===== src/rtl/snake_pkg.sv =====
// Shared types and constants for the snake path storage blocks.
// Provides the default cell/pointer widths, the cell type and a depth helper.
package snake_pkg;

    localparam int CELL_W      = 8;
    localparam int PATH_ADDR_W = 8;

    typedef logic [CELL_W-1:0] cell_t;

    // Number of entries addressed by a pointer of the given width.
    function automatic int depth_of(input int addr_w);
        return 1 << addr_w;
    endfunction

endpackage


===== src/rtl/sdp_ram_wf.sv =====
// Simple dual-port RAM with a registered, write-first read port.
// Ports: clk, we, d, write_address (write side); read_address, q (read side).
module sdp_ram_wf #(
    parameter int DATA_W = 8,
    parameter int ADDR_W = 8
) (
    input  logic              clk,
    input  logic              we,
    input  logic [DATA_W-1:0] d,
    input  logic [ADDR_W-1:0] write_address,
    input  logic [ADDR_W-1:0] read_address,
    output logic [DATA_W-1:0] q
);

    logic [DATA_W-1:0] mem [2**ADDR_W];

    always_ff @(posedge clk) begin
        if (we) begin
            mem[write_address] <= d;
        end
        // A read of the word being written returns the new data.
        if (we && (write_address == read_address)) begin
            q <= d;
        end else begin
            q <= mem[read_address];
        end
    end

endmodule


===== src/rtl/snake_path_fifo.sv =====
// Circular buffer holding the snake body as a queue of cell addresses.
// Ports: clk/reset; push/push_data, pop; rd_en/rd_index -> rd_data/rd_valid;
// status length, empty, full and sticky overflow/underflow.
module snake_path_fifo
    import snake_pkg::*;
#(
    parameter int DATA_W = CELL_W,
    parameter int ADDR_W = PATH_ADDR_W
) (
    input  logic              clk,
    input  logic              reset,
    input  logic              push,
    input  logic [DATA_W-1:0] push_data,
    input  logic              pop,
    input  logic              rd_en,
    input  logic [ADDR_W-1:0] rd_index,
    output logic [DATA_W-1:0] rd_data,
    output logic              rd_valid,
    output logic [ADDR_W:0]   length,
    output logic              empty,
    output logic              full,
    output logic              overflow,
    output logic              underflow
);

    localparam int DEPTH = depth_of(ADDR_W);
    localparam logic [ADDR_W:0] DEPTH_L = (ADDR_W+1)'(DEPTH);

    logic [ADDR_W-1:0] head_q, tail_q;
    logic [ADDR_W:0]   len_q, len_d;
    logic              empty_q, full_q;
    logic              ovf_q, unf_q;
    logic              valid_q, upd_q;
    logic [DATA_W-1:0] hold_q;
    logic [DATA_W-1:0] ram_q;

    logic              push_ok, pop_ok, in_range, hit;
    logic [ADDR_W-1:0] rd_addr;

    assign push_ok  = push & (~full_q | pop);
    assign pop_ok   = pop & ~empty_q;
    assign rd_addr  = tail_q + rd_index;
    assign in_range = {1'b0, rd_index} < len_q;
    assign hit      = push_ok & (rd_addr == head_q);
    assign len_d    = len_q + {{ADDR_W{1'b0}}, push_ok}
                            - {{ADDR_W{1'b0}}, pop_ok};

    sdp_ram_wf #(
        .DATA_W(DATA_W),
        .ADDR_W(ADDR_W)
    ) u_ram (
        .clk          (clk),
        .we           (push_ok & ~reset),
        .d            (push_data),
        .write_address(head_q),
        .read_address (rd_addr),
        .q            (ram_q)
    );

    always_ff @(posedge clk) begin
        if (reset) begin
            head_q  <= '0;
            tail_q  <= '0;
            len_q   <= '0;
            empty_q <= 1'b1;
            full_q  <= 1'b0;
            ovf_q   <= 1'b0;
            unf_q   <= 1'b0;
            valid_q <= 1'b0;
            upd_q   <= 1'b0;
            hold_q  <= '0;
        end else begin
            if (push_ok) head_q <= head_q + 1'b1;
            if (pop_ok)  tail_q <= tail_q + 1'b1;
            len_q   <= len_d;
            empty_q <= (len_d == '0);
            full_q  <= (len_d == DEPTH_L);
            if (push & ~push_ok) ovf_q <= 1'b1;
            if (pop & ~pop_ok)   unf_q <= 1'b1;
            valid_q <= rd_en & in_range;
            // RAM output is taken for valid reads and for bypass hits;
            // otherwise the previous result is held.
            upd_q   <= rd_en & (in_range | hit);
            hold_q  <= rd_data;
        end
    end

    assign rd_data   = upd_q ? ram_q : hold_q;
    assign rd_valid  = valid_q;
    assign length    = len_q;
    assign empty     = empty_q;
    assign full      = full_q;
    assign overflow  = ovf_q;
    assign underflow = unf_q;

endmodule


===== config.mk =====
export PLATFORM = sky130hd
export DESIGN_NAME = snake_path_fifo
export DESIGN_NICKNAME = d
export VERILOG_FILES = /design/src/rtl/snake_pkg.sv /design/src/rtl/sdp_ram_wf.sv /design/src/rtl/snake_path_fifo.sv
export SDC_FILE = /design/constraint.sdc
export NUM_CORES = 2
export LEC_CHECK = 0
export ABC_CLOCK_PERIOD_IN_PS = 3600
export BUFFER_PORTS_ARGS = -buffer_cell sky130_fd_sc_hd__buf_2
export CORE_ASPECT_RATIO = 2
export CORE_MARGIN = 8
export CORE_UTILIZATION = 35
export DETAILED_ROUTE_END_ITERATION = 7
export GPL_ROUTABILITY_DRIVEN = 0
export PLACE_DENSITY_LB_ADDON = 0.08
export SLEW_MARGIN = 20
export SYNTH_ARGS = -nofsm -noshare
export SYNTH_HDL_FRONTEND = slang
export SYNTH_HIERARCHICAL = 1
export SYNTH_SLANG_ARGS = --single-unit

===== constraint.sdc =====
create_clock -name clk -period 3.6 [get_ports clk]
set_input_delay 0.18 -clock clk [delete_from_list [all_inputs] [get_ports clk]]
set_output_delay 0.18 -clock clk [all_outputs]
set_load 0.02 [all_outputs]

* Word level (Yosys, flattened, before mapping)
Memory sizes are Yosys's and may differ from the RTL's. A register that Yosys moved wholly into a read port is not among the register bits.
Index checks and enable logic that the tools add are counted.
** Operators by class
- Reduce and logical (&&, ||, !) cells :: 1
- Muxes and demuxes :: 3
- Add/sub/neg operators :: 5
- $lt $le $gt $ge :: 1
- Eq/ne operators :: 2
- Bitwise gates (word level) :: 15
** Operators by type and width (number)
- $add A8 B1 Y8 const B :: 2
- $add A9 B1 Y9 :: 1
- $eq A9 B9 Y1 const B :: 1
- $logic_not A9 Y1 :: 1
- $lt A8 B9 Y1 :: 1
- $sub A9 B1 Y9 :: 1
- $add A8 B8 Y8 :: 1
- $and A1 B1 Y1 :: 8
- $eq A8 B8 Y1 :: 1
- $mux W8 :: 1
- $not A1 Y1 :: 5
- $mux W1 :: 2
- $or A1 B1 Y1 :: 2
** Word-level totals
- Output and inout port bits :: 22
- Register bits after elaboration :: 39
- Memories kept :: 1
- Memory bits (writable) :: 2048
** Memory list
- u_ram.mem :: words 256, width 8, rd ports 1, clocked after Yosys merged registers in 1, wr ports 1, line sdp_ram_wf.sv:15 : logic [DATA_W-1:0] mem [2**ADDR_W];

* Logic depth before layout (Yosys ltp)
- Word-level depth :: 6
- Depth in mapped cells :: 14
- Depth with buffers taken out :: 13

* Hierarchy
Netlist, hierarchy kept.
** By module, submodules not included
- sdp_ram_wf :: seq. area each 61659.1 sq um, area an instance 79556.3 sq um, cells each 3733, times used 1
- snake_path_fifo :: seq. area each 780.7 sq um, area an instance 2427.3 sq um, cells each 274, times used 1

* Worst setup path before layout
Ideal clock, no wire load.
- Path type :: flip-flop to flip-flop
- From :: reg full_q, in the netlist full
- To :: reg empty_q, in the netlist empty
- Arrival time :: 2.668 ns
- Cell stages (with the launch flop) :: 15
- Setup time :: 0.116 ns
- Setup slack :: 0.816 ns
- Buffers on the path :: 1
- Path through :: dfxtp_1 nand2b_1 and2_1 buf_6 inv_4 ha_1 inv_1 ha_1 fa_1 a211oi_1 o21bai_1 a21oi_1 xor2_1 and3_1 a31o_2
** Between the ends
- Word-level cells in the longest chain between the ends :: 6
** Ends and longest elaborated chain
- start, declared :: line snake_path_fifo.sv:31 : logic empty_q, full_q;
- start signal, assigned :: line snake_path_fifo.sv:77 : full_q <= (len_d == DEPTH_L);
- $not A1 Y1 :: line snake_path_fifo.sv:40 : assign push_ok = push & (~full_q | pop);
- $or A1 B1 Y1 :: line snake_path_fifo.sv:40
- $and A1 B1 Y1 :: line snake_path_fifo.sv:40
- $add A9 B1 Y9 :: line snake_path_fifo.sv:45 : assign len_d = len_q + {{ADDR_W{1'b0}}, push_ok}
- $sub A9 B1 Y9 :: line snake_path_fifo.sv:46 : - {{ADDR_W{1'b0}}, pop_ok};
- $logic_not A9 Y1 :: line snake_path_fifo.sv:76 : empty_q <= (len_d == '0);
- end signal, assigned :: line snake_path_fifo.sv:76
- end, declared :: line snake_path_fifo.sv:31
No other way between the ends.
A chain may end at the register's enable or synchronous reset.

==> summary.txt <==
CTS
  • Cts bufs inserted: about 200
  • Buffer levels on the longest clock path: 4
  • Clock latency reported for the late side of the worst-skew pair: 0.84 ns
  • H-tree depth: 4
  • Clock slew at reported path FFs: around 0.060 ns
  • CTS tree: yes
  • Root buf cell: clkbuf_16
  • Clk sinks: ~2,100

Drt
  • Final ANT Viol Nets: 0
  • Drt drc: 0
  • Post-DR wirelength/cell: 32.4 um
  • Via-to-Cell Ratio: between 5 and 6
  • First drt pass iteration count: 5
  • Total number of vias: roughly 42,000
  • 1st-iter DRT viols: between 3,000 and 4,000
  • Routed WL: around 260,000 um

Global routing
  • Largest net degree at the start of global routing: between 100 and 150
  • Grt ovf: 0
  • Global Route Usage Sum: 0.204
  • Initial antenna violation count: 4
  • Global-route wire length before repair: 359,000 um
  • Vias in the first global route: ~46,000

Placement
  • Dpl hpwl: around 180,000 um
  • Port bufs: between 40 and 50

Timing
  • Hold slack: roughly 0.049 ns
  • Min Tclk post-route: ~4.3 ns
  • RSZ-0062 raised after global routing: yes
  • Relative slew margins: 0.285
  • Post-Route Setup TNS: -5.04 ns
  • Actual slew at the worst max-slew pin: ~1.1 ns
  • PnR worst setup slack: -0.731 ns
  • Setup violations, final: 8
  • Max Fclk: ~0.23 GHz
  • Clock Skews: approximately 0.053 ns
  • Slew Limit Fails: 0
  • Final Hold Fails: 0
  • Tcrit/Tclk final: 1.20

Yosys
  • Fraction of registers with async set or reset after synthesis: 0
  • Flop and latch count out of synthesis: 2,095
  • Yosys cell types: 73
  • Netlist Area Pre-Place: 0.0820 mm^2
  • Post-synth net total: between 4,000 and 5,000
  • Top_reg_cell synth: edfxtp_1
  • Seq/Total Area, Yosys: 0.762
  • Syn_area_per_cell: ~20 um^2
  • Number of enable flip-flop cells after synthesis: about 2,000
  • Yosys warnings: 6
  • Post-Syn Instances: roughly 4,000

Final layout
  • Filler Cells Inserted: between 20,000 and 25,000
  • Area delta synth->final: 20.4%
  • Commonest non-fill, non-tap cell in the layout: edfxtp_1
  • Footprint of the multi-input gates: around 0.019 mm^2
  • Most frequent cells in the layout: 2,048 x edfxtp_1, 632 x buf_4, 455 x mux4_2, 304 x nor2_1, 198 x clkbuf_16
  • FF+latch area: 0.0625 mm^2
  • Fin nets: roughly 4,800
  • Ratio of cells with drive above 1 in the final layout: 0.337

Floorplan
  • Initial Util: 0.351
  • Die X: about 360 um
  • Row Count: between 200 and 300
  • Core region area: 0.233 mm^2
  • # IOs: 43
  • Die area: about 0.25 mm^2
  • Die Y: ~700 um

Status
  • Status: complete, but fails checks
  • Failing checks: setup timing

Critical path
  • CP peak stage delay: 0.60 ns
  • Worst Path Buf+Inv: 5
  • Worst-path cell chain: buf_12 -> buf_12 -> buf_16 -> mux4_2 -> mux4_2 -> nor2b_4 -> nor4_4 -> buf_4 -> nor4_2 -> mux2_4 -> buf_6
  • Worst Path Class, Setup: reg -> out
  • CP Capture Type: output port
  • Worst EP arrival: just over 4 ns
  • Top Family by Delay on Critical Path: multiplexers
  • CP max FO: 6
  • Crit start category: flip-flop
  • Required @ worst endpoint: 3.42 ns
  • Critical-path top delay cell: nor4_4

Power and ir drop
  • Leak Pwr: approximately 32 nW
  • PwrDens: between 500 and 600 mW/mm^2
  • Largest vdd supply drop: 0.000422 V

Hold path
  • Worst hold path type: in -> reg
  • Hold Crit Start: rd_index[3]

Run
  • Max-cap viol count: 0
## layout make-up
cell class	count	area share
repair buffers	811	0.0777
inverters	18	0.000710
clock inverters	93	0.00857
well taps	3036	0.0385
diodes	2	0.0000507
flip-flops and latches	2095	0.633
multi-input cells	1651	0.190
clock buffers	242	0.0519
## flip-flops by register name (all words and copies together) (netlist names), named ones only
register and count:
head_q 8, hold_q 8, empty 1, full 1, rd_valid 1, overflow 1
underflow 1, u_ram/mem 2048, tail_q 8, upd_q 1, length 9
## synthesized netlist by cell type, types with 26 or more instances
cell type	n	area share
a21oi_1	112	0.0068
a22oi_1	133	0.012
buf_2	34	0.0021
buf_4	27	0.0025
clkbuf_1	116	0.0053
dfxtp_1	47	0.011
edfxtp_1	2048	0.75
mux2i_1	135	0.016
mux4_2	454	0.12
nand2_1	44	0.0020
nand3_1	36	0.0022
nor2_1	313	0.014
nor2b_1	42	0.0032
nor3_1	26	0.0016
o221ai_1	46	0.0049
o22ai_1	30	0.0023
## path summary, 6_finish.rpt
kind                                 end  slack [ns]  depth (start not counted)
setup / recovery              rd_data[7]       -0.73                         11
hold reg to reg   tail_q[7]$_SDFFE_PP0P_        0.54                          2
hold / removal                 flip-flop        0.05                          4
setup reg to reg    hold_q[4]$_SDFF_PP0_        0.17                         12
## worst min-delay path: stages
cell and delay [ns]:
buf_2 0.13, ha_1 0.19, a211oi_1 0.06, nor2_1 0.25
## kinds of logic (layout without fill, tap and decap cells)
family                     Yosys count  in the layout  share of synthesized area
muxes                              600            600                      0.143
and+or+nand+nor                    550            550                     0.0307
other                                0              2                          0
AOI/OAI and AO/OA                  442            442                     0.0378
adders and majority gates           27             27                    0.00430
xor gates and xnor gates            32             32                    0.00342
DFF                               2095           2095                      0.762
buffers and inverters              261           1164                     0.0191
## routing by layer
| layer | routed length (um) | vias up | global-route usage | share of wire |
|---|---|---|---|---|
| met2 | 150000 | 800 | 0.406 | 0.58 |
| met3 | 6130 | 353 | 0.0179 | 0.024 |
| li1 | - | 18100 | - | - |
| met4 | 10300 | 0 | 0.0717 | 0.040 |
| met1 | 91800 | 23000 | 0.220 | 0.36 |
| met5 | 0 | - | 0 | 0 |
## power by group
part | internal (mW) | total, mW | switching [mW] | leakage, nW
Sequential | 26.8 | 26.9 | 0.117 | 18.8
Combinational | 3.42 | 7.54 | 4.13 | 10.3
Clock | 11.1 | 20.2 | 9.07 | 2.91
## what timing repair did
action,CTS,global route
resized for setup,147,43
hold buffers,19,0
hold endpoints to repair,582,0
setup endpoints to repair,14,8
buffers inserted,54,40
pin swaps,24,29
cloned,10,1
## stage by stage
stage                     total power, mW  setup slack (ns)   util  std cells  cell area [um^2]
after detailed placement             34.4            -0.517  0.388       7489             90500
after global routing                 56.4            -0.771  0.423       7947             98700
after floorplan                      31.2             0.816      -       4007             82000
after CTS                            55.3            -0.779  0.421       7906             98200
after global placement               34.4            -0.704  0.388       7489             90500
final                                54.7            -0.731  0.423       7948             98700
Power figures use the tool's default switching activity.
